### src/rtl/tile_push_arbiter.sv
// Round-robin burst arbiter sharing one tile FIFO push port among NREQ producers.
// A grant is held until a last-marked tile or MAX_BURST accepted tiles, then released.
module tile_push_arbiter #(
  parameter int BITS      = 8,
  parameter int SIZE      = 2,
  parameter int NREQ      = 4,
  parameter int MAX_BURST = 4
) (
  input  logic                                          clk,
  input  logic                                          rst_n,
  input  logic [NREQ-1:0]                               req_valid,
  input  logic [NREQ-1:0]                               req_last,
  input  logic [NREQ-1:0][SIZE-1:0][SIZE-1:0][BITS-1:0] req_data,
  output logic [NREQ-1:0]                               req_ready,
  output logic                                          fifo_push,
  input  logic                                          fifo_push_rdy,
  output logic [SIZE-1:0][SIZE-1:0][BITS-1:0]           fifo_din,
  output logic [NREQ-1:0]                               grant,
  output logic                                          preempt,
  output logic [15:0]                                   tile_count
);

  localparam int PW = $clog2(NREQ);
  localparam int BW = $clog2(MAX_BURST + 1);

  typedef enum logic [0:0] {
    IDLE  = 1'b0,
    GRANT = 1'b1
  } state_t;

  state_t          state_r;
  logic [NREQ-1:0] grant_r;
  logic [PW-1:0]   gidx_r;
  logic [PW-1:0]   rr_ptr_r;
  logic [BW-1:0]   beat_cnt_r;
  logic            preempt_r;
  logic [15:0]     tile_count_r;

  logic                                 found_s;
  logic [PW-1:0]                        pick_s;
  logic [NREQ-1:0]                      req_ready_s;
  logic                                 accept_s;
  logic                                 last_s;
  logic [SIZE-1:0][SIZE-1:0][BITS-1:0]  fifo_din_s;
  logic                                 burst_end_s;
  logic [PW-1:0]                        rr_next_s;

  // Round-robin search: first valid index at or above rr_ptr, wrapping explicitly at NREQ.
  always_comb begin
    found_s = 1'b0;
    pick_s  = '0;
    for (int k = 0; k < NREQ; k++) begin
      logic [PW:0] idx_v;
      logic        hit_v;
      idx_v   = {1'b0, rr_ptr_r} + (PW+1)'(k);
      idx_v   = (idx_v >= (PW+1)'(NREQ)) ? idx_v - (PW+1)'(NREQ) : idx_v;
      hit_v   = !found_s && req_valid[idx_v[PW-1:0]];
      pick_s  = hit_v ? idx_v[PW-1:0] : pick_s;
      found_s = found_s | hit_v;
    end
  end

  // Handshake and data mux, combinational from the registered grant index.
  always_comb begin
    req_ready_s = '0;
    fifo_din_s  = '0;
    accept_s    = 1'b0;
    last_s      = 1'b0;
    if (state_r == GRANT) begin
      req_ready_s[gidx_r] = fifo_push_rdy;
      fifo_din_s          = req_data[gidx_r];
      accept_s            = req_valid[gidx_r] & fifo_push_rdy;
      last_s              = req_last[gidx_r];
    end else begin
      req_ready_s = '0;
      fifo_din_s  = '0;
      accept_s    = 1'b0;
      last_s      = 1'b0;
    end
  end

  assign burst_end_s = (beat_cnt_r == BW'(MAX_BURST - 1));
  assign rr_next_s   = (gidx_r == PW'(NREQ - 1)) ? '0 : gidx_r + PW'(1);

  // Arbitration state machine; preempt is a one-cycle pulse cleared on the following IDLE cycle.
  always_ff @(posedge clk or negedge rst_n) begin
    if (!rst_n) begin
      state_r      <= IDLE;
      grant_r      <= '0;
      gidx_r       <= '0;
      rr_ptr_r     <= '0;
      beat_cnt_r   <= '0;
      preempt_r    <= 1'b0;
      tile_count_r <= 16'd0;
    end else begin
      case (state_r)
        IDLE: begin
          preempt_r <= 1'b0;
          if (found_s) begin
            state_r    <= GRANT;
            grant_r    <= {{(NREQ-1){1'b0}}, 1'b1} << pick_s;
            gidx_r     <= pick_s;
            beat_cnt_r <= '0;
          end else begin
            state_r <= IDLE;
            grant_r <= '0;
          end
        end
        GRANT: begin
          preempt_r <= 1'b0;
          if (accept_s) begin
            tile_count_r <= tile_count_r + 16'd1;
            if (last_s || burst_end_s) begin
              state_r    <= IDLE;
              grant_r    <= '0;
              rr_ptr_r   <= rr_next_s;
              beat_cnt_r <= '0;
              preempt_r  <= !last_s;
            end else begin
              beat_cnt_r <= beat_cnt_r + BW'(1);
            end
          end else begin
            beat_cnt_r <= beat_cnt_r;
          end
        end
        default: begin
          state_r    <= IDLE;
          grant_r    <= '0;
          beat_cnt_r <= '0;
          preempt_r  <= 1'b0;
        end
      endcase
    end
  end

  assign req_ready  = req_ready_s;
  assign fifo_push  = accept_s;
  assign fifo_din   = fifo_din_s;
  assign grant      = grant_r;
  assign preempt    = preempt_r;
  assign tile_count = tile_count_r;

endmodule

### config.mk
export PLATFORM = sky130hd
export DESIGN_NAME = tile_push_arbiter
export DESIGN_NICKNAME = d
export VERILOG_FILES = /design/src/rtl/tile_push_arbiter.sv
export SDC_FILE = /design/constraint.sdc
export NUM_CORES = 1
export LEC_CHECK = 0
export BUFFER_PORTS_ARGS = -buffer_cell sky130_fd_sc_hd__clkbuf_2
export CAP_MARGIN = 40
export CORE_MARGIN = 5
export CORE_UTILIZATION = 25
export DETAILED_ROUTE_END_ITERATION = 12
export RECOVER_POWER = 25
export SYNTH_ARGS = -nofsm -noshare
export SYNTH_HDL_FRONTEND = slang
export SYNTH_SLANG_ARGS = --single-unit
### constraint.sdc
create_clock -name clk -period 2.4 [get_ports clk]
set_input_delay 0.24 -clock clk [delete_from_list [all_inputs] [get_ports clk]]
set_output_delay 0.24 -clock clk [all_outputs]
set_load 0.1 [all_outputs]
== Word level (Yosys, flattened, before mapping) ==
Cells that the tools add are included.

* Magnitude comparators: 10
* Bitwise operators: 6
* Eq/ne operators: 5
* $add $sub $neg: 10
* Shift operators: 1
* Muxes and demuxes: 44
* Reduce and logical (&&, ||, !) cells: 14

{| class="wikitable"
|+ Operator list
! cell !! count
|-
| $bmux 32 s2 || 1
|-
| $mux 32 || 2
|-
| $mux 2 || 9
|-
| $add 16x1->16 const B || 1
|-
| $mux 4 || 4
|-
| $lt 2x3->1 const B || 5
|-
| $mux 1 || 14
|-
| $bmux 1 s2 || 6
|-
| $ge 3x3->1 const B || 3
|-
| $mux 3 || 3
|-
| $pmux 4 s2 || 1
|-
| $reduce_and 2->1 || 4
|-
| $sub 2x1->2 const B || 4
|-
| $add 2x2->3 const B || 2
|-
| $pmux 3 s2 || 1
|-
| $and 4x4->4 || 1
|-
| $logic_and 1x1->1 || 4
|-
| $logic_not 1->1 || 4
|-
| $ne 2x2->1 const B || 2
|-
| $pmux 1 s2 || 2
|-
| $shl 1x2->4 const A || 1
|-
| $add 2x1->3 const B || 1
|-
| $add 3x1->3 const B || 1
|-
| $eq 3x2->1 const B || 1
|-
| 11 further kinds || 13
|}

* Word-level logic and storage cells: 97
* Input bits: 139
* Register bits: 29

== Depth between registers and ports, before layout ==
Gate-level depths: netlist of the first run.

* Depth after elaboration: 16
* Mapped depth: 6

== Worst setup path before layout of the first run ==
No wires, ideal clock.

* Kind: register to register
* From: register tile_count_r[3], in the netlist tile_count[3]
* To: register tile_count_r[15], in the netlist tile_count[15]
* Stages on the path, launching flop included: 5
* Data arrival time: 1.998 ns
* Required time: 2.239 ns
* Path buffers: 0
* Setup slack: 0.240 ns
* Cell sequence: dfrtp_1 and4_1 nand4_1 nor4_1 xor2_1

* Longest elaborated chain between the ends: 1

{| class="wikitable"
|+ RTL lines
! item !! RTL line !! source
|-
| start: declaration || 37 || <nowiki>logic [15:0] tile_count_r;</nowiki>
|-
| start signal: assignment || 112 || <nowiki>tile_count_r <= tile_count_r + 16'd1;</nowiki>
|-
| $add 16x1->16 || 112 ||
|}

No other way between the ends.
A chain may end at the register's enable or synchronous reset.

==> results of run 1 <==
-- cells in the mapped netlist (3+ instances only) --
| cell | instances | area (µm²) |
|---|---|---|
| mux4_2 | 33 | 743 |
| and2_1 | 32 | 200 |
| dfrtp_1 | 29 | 726 |
| nand2_1 | 14 | 52.6 |
| xor2_1 | 9 | 78.8 |
| ha_1 | 7 | 87.6 |
| clkbuf_1 | 6 | 22.5 |
| inv_1 | 6 | 22.5 |
| xnor2_1 | 6 | 52.6 |
| and3_1 | 5 | 31.3 |
| nand4_1 | 5 | 31.3 |
| nor3_1 | 5 | 25.0 |
| a32o_1 | 4 | 40.0 |
| buf_2 | 4 | 20.0 |
| mux2i_1 | 4 | 40.0 |
| nor2_1 | 4 | 15.0 |
| nor4_1 | 4 | 25.0 |
| nand2b_1 | 3 | 18.8 |
| nor2b_1 | 3 | 18.8 |
-- registers in the layout, indices dropped and copies added (netlist names) --
signal,flops
tile_count,16
grant,4
beat_cnt_r,3
gidx_r,2
rr_ptr_r,2
preempt,1
state_r,1
-- cell usage in the layout, fill, tap and decap left out, types with 4 or more instances in the layout --
master,n
clkbuf_2,158
buf_12,38
mux4_2,33
and2_1,32
dfrtp_1,28
nand2_1,14
xor2_1,9
ha_1,7
clkbuf_8,7
inv_1,6
xnor2_1,6
and3_1,5
nand4_1,5
nor3_1,5
mux2i_1,4
nor4_1,4
nor2_1,4
a32o_1,4
-- critical path, stage by stage (launching register included) --
cell and delay, ns:
dfrtp_2 0.39, buf_12 0.27, mux4_2 0.55, and2_1 0.20
buf_12 0.17
-- metal layers --
metal  vias to the layer above  global-route usage  part of all wire
li1                       1192                   -                 -
met4                         0              0.0514             0.029
met1                      1213               0.172              0.37
met3                        16              0.0414             0.096
met5                         -                   0                 0
met2                       116               0.282              0.50
-- per-stage QoR --
step / instance area [µm²] / instances / util / setup WS [ns]
after floorplan: 2450 / 210 / - / 0.240
after global placement: 4130 / 530 / 0.427 / 0.559
after detailed placement: 4130 / 530 / 0.427 / 0.535
after CTS: 4230 / 538 / 0.437 / 0.239
after global routing: 4230 / 539 / 0.437 / 0.169
final: 4230 / 539 / 0.437 / 0.279
-- cell families (layout without fill, tap and decap cells) --
family / Yosys count / in the layout / synth area share
AND/OR/NAND/NOR: 81 / 81 / 0.188
adder cells (fa/ha/maj): 7 / 7 / 0.0357
other: 0 / 1 / 0
flip-flops: 29 / 29 / 0.296
XOR/XNOR: 15 / 15 / 0.0535
buffers and inverters: 20 / 215 / 0.0388
multiplexers: 39 / 39 / 0.328
AO/OA/AOI/OAI: 19 / 19 / 0.0597
-- how the worst max path moves through the flow --
| stage | start | to | slack [ns] | cells past startpoint |
|---|---|---|---|---|
| 6_report | gidx_r[0] | fifo_din[21] | 0.28 | 4 |
| 2_1_floorplan | tile_count[3] | tile_count[15] | 0.24 | 4 |
| 4_1_cts | gidx_r[0] | fifo_din[25] | 0.24 | 4 |
| 5_1_grt | gidx_r[0] | fifo_din[6] | 0.17 | 4 |
| 3_3_place_gp | gidx_r[0] | rr_ptr_r[1] | 0.56 | 5 |
| 3_5_place_dp | gidx_r[0] | rr_ptr_r[0] | 0.53 | 5 |
-- cell type report --
cell class / count / area share
multi-input cells: 161 / 0.386
repair buffers: 200 / 0.373
flip-flops and latches: 29 / 0.172
well taps: 133 / 0.0393
clock buffers: 7 / 0.0228
inverters: 7 / 0.00621
clock inverters: 1 / 0.00118
diodes: 1 / 0.000591
==> metrics.cfg, run 1 <==
[yosys]
async_flop_share = 1.00
synth_warnings = 0
avgSynthCellArea_um2 = 11.7
ys_types = 37
synth_cells = 210
ys_seq_elements = 29
synth_fp_nets = 356
synthesis.area_um2 = 2450
synth_edf_count = 0
ys_seq_area_frac = 0.296
synth_ff_type = dfrtp_1

[global_routing]
grt_pass1_vias = 2696
grt_overflow = 0
grt_pass1_wl_mm = 14.3
grt_max_degree = 43
grt_util_all_layers = 0.154
antenna_found_initial = 1

[run_status]
violations = capacitance limit, slew limit
status = complete, but fails checks

[timing]
maxSlewViolCount = 30
rsz0062_at_grt = false
layout_min_cycle_time_ns = 2.12
fmax_ghz = 0.472
whs_ns = 0.316
final.period_utilization = 0.884
finalSetupViolations = 0
fin_setup_tns_ns = 0
tightest_slew_ns = 1.56
slew_headroom = -0.0430
finClkSkew_ns = 0.00937
finalHoldViolations = 0

[route]
drt_wl_total_mm = 9.27
ant_nets = 0
drt_first_pass_iters = 4
drt-initial-drc-count = 122
wl_per_cell_um = 17.2
drc_errors = 0
vias = 2537
vias_per_cell = 4.71

[setup_path]
critPathKind = reg2out
r2r_slack_ns = 0.54
cp_max_fo = 38
critPathCaptureType = output port
r2r_cells = 5
critPathRequiredTime_ns = 2.16
regToRegEndpoint = rr_ptr_r[1]
r2r-start = gidx_r[0]
cp-start-kind = register
arrival_ns = 1.88

[clock_tree]
hold_buffers = 0
clk_latency_ns = 0.27
cts_root_buf = clkbuf_8
path_clk_slew_ns = 0.07
cts_tree = yes
cts_buffer_depth = 2
cts_resized = 0
cts_sinks = 29
cts.htree.levels = 2
cts_buffers = 5
post_cts_buffers = 0

[hold_path]
hold_class = in2reg
holdPathEnd = preempt
worst_hold_startpoint = req_last[2]
hold_path_depth = 4

[placement]
place_hpwl_mm = 8.04
gp_congestion = 0.890
port_buffers = 196

[die]
die_h_um = 109
die-area_um2 = 11900
die_x_um = 109
rows = 36
core_um2 = 9680
ios = 197
initial_core_util = 0.253

[final_layout]
seqCellArea_um2 = 727
area_growth_syn_to_layout_pct = 72.6
drive_above_1_share = 0.607
multi_input_area_um2 = 1630
fin_nets = 550
fillers = 880

[run]
maxCapViolations = 1

Power of run 1 is not shown: default switching activity piles up to over one toggle a cycle in this logic, so the estimate is an artifact.
==> inputs of run 2 (changes only) <==
CTS_CLUSTER_SIZE = 30   (was not set)
clock period = 2.5 ns   (was 2.4 ns; I/O delays follow)
==> metrics.cfg, run 2 (same netlist as run 1, synthesis figures left out) <==
[run_status]
status = complete, but fails checks
violations = capacitance limit, slew limit

[timing]
fin_setup_tns_ns = 0  ; unchanged
tightest_slew_ns = 1.56  ; -0.00919 ns
finalSetupViolations = 0  ; unchanged
finalHoldViolations = 0  ; unchanged
maxSlewViolCount = 30  ; unchanged
fmax_ghz = 0.465
finClkSkew_ns = 0.00715  ; -0.00222 ns
final.period_utilization = 0.860
rsz0062_at_grt = false
slew_headroom = -0.0369  ; +0.00613
layout_min_cycle_time_ns = 2.15

[setup_path]
critPathRequiredTime_ns = 2.25  ; +0.09 ns
critPathKind = reg2out
cp-start-kind = register
arrival_ns = 1.90  ; +0.02 ns
critPathCaptureType = output port
cp_max_fo = 38  ; unchanged

[final_layout]
area_growth_syn_to_layout_pct = 72.3
drive_above_1_share = 0.601  ; -0.00592
largest_reg_flops = 16  ; unchanged
final_cell_mix = 158 x clkbuf_2, 39 x buf_12, 33 x mux4_2
final_common_cell = clkbuf_2
fin_nets = 549  ; -0.18%
fillers = 923  ; +4.9%

[clock_tree]
cts_resized = 0  ; unchanged
cts_root_buf = clkbuf_8
post_cts_buffers = 0  ; unchanged
clk_latency_ns = 0.28  ; about the same
cts_buffers = 5  ; unchanged
cts_buffer_depth = 2  ; unchanged
path_clk_slew_ns = 0.06  ; about the same
hold_buffers = 0  ; unchanged
cts.htree.levels = 2  ; unchanged
cts_tree = yes
cts_sinks = 29  ; unchanged

[route]
drt-initial-drc-count = 142  ; +16%
wl_per_cell_um = 17.7  ; +2.9%
ant_nets = 0  ; unchanged
drt_wl_total_mm = 9.52  ; +2.7%
vias = 2554  ; +0.67%
drt_first_pass_iters = 4  ; unchanged
drc_errors = 0  ; unchanged
vias_per_cell = 4.75  ; +0.86%

[die]
die_x_um = 109  ; unchanged
core_um2 = 9680  ; unchanged
initial_core_util = 0.253  ; unchanged
die-area_um2 = 11900  ; unchanged
die_h_um = 109  ; unchanged
ios = 197  ; unchanged
rows = 36  ; unchanged

[global_routing]
grt_pass1_vias = 2689  ; -0.26%
grt_pass1_wl_mm = 14.1  ; -1.5%
antenna_found_initial = 1  ; unchanged
grt_max_degree = 39  ; -9.3%
grt_util_all_layers = 0.154  ; about the same
grt_overflow = 0  ; unchanged

[placement]
gp_congestion = 0.885  ; -0.56%
port_buffers = 196  ; unchanged
place_hpwl_mm = 8.09  ; +0.54%

[run]
maxCapViolations = 1  ; unchanged

[hold_path]
hold_class = in2reg

==> run 2: cell types whose count changed in the layout (fill, tap and decap cells not counted), sizes merged <==
cell    delta
buf        -1
clkbuf     +1
clkinv     -1
==> run 2: path summary, 6_finish.rpt <==
path | depth (start not counted) | to | slack [ns] | start
setup / recovery | 4 | fifo_din[25] | 0.35 | gidx_r[0]
hold / removal | 4 | preempt | 0.32 | req_last[2]
setup reg to reg | 5 | rr_ptr_r[0] | 0.64 | gidx_r[0]
hold reg to reg | 1 | tile_count[15] | 0.47 | tile_count[15]
max in group asynchronous | 1 | gidx_r[0] | 1.14 | rst_n
min in group asynchronous | 1 | tile_count[3] | 0.35 | rst_n
==> run 2: final cells by class <==
| type | instances | area [µm²] | share of cell area |
|---|---|---|---|
| clock buffers | 8 | 90.1 | 0.0213 |
| diodes | 1 | 2.50 | 0.000592 |
| multi-input cells | 161 | 1630 | 0.386 |
| repair buffers | 199 | 1580 | 0.374 |
| inverters | 7 | 26.3 | 0.00621 |
| flip-flops and latches | 29 | 727 | 0.172 |
| well taps | 133 | 166 | 0.0394 |
==> run 2: metrics by stage <==
step	hold slack (ns)	setup slack (ns)	instance area, µm²	instances	util
6_report	0.318	0.351	4230	538	0.437
4_1_cts	0.0460	0.316	4230	537	0.436
2_1_floorplan	-0.0456	0.340	2450	210	-
5_1_grt	0.376	0.256	4230	538	0.437
3_5_place_dp	0.343	0.623	4140	529	0.427
3_3_place_gp	0.341	0.652	4140	529	0.427
==> run 2: routing by layer <==
metal,global-route usage,part of all wire,routed length (µm)
met1,0.172,0.38,3570
met2,0.294,0.53,5050
met3,0.0343,0.083,787
met4,0.0343,0.011,106
met5,0,0,0
==> run 2: critical path, stage by stage, from the launching register on <==
cell and delay, ns:
dfrtp_2 0.39, buf_12 0.28, mux4_2 0.56, and2_1 0.20, buf_12 0.17
Power of run 2 is left out for the same reason.
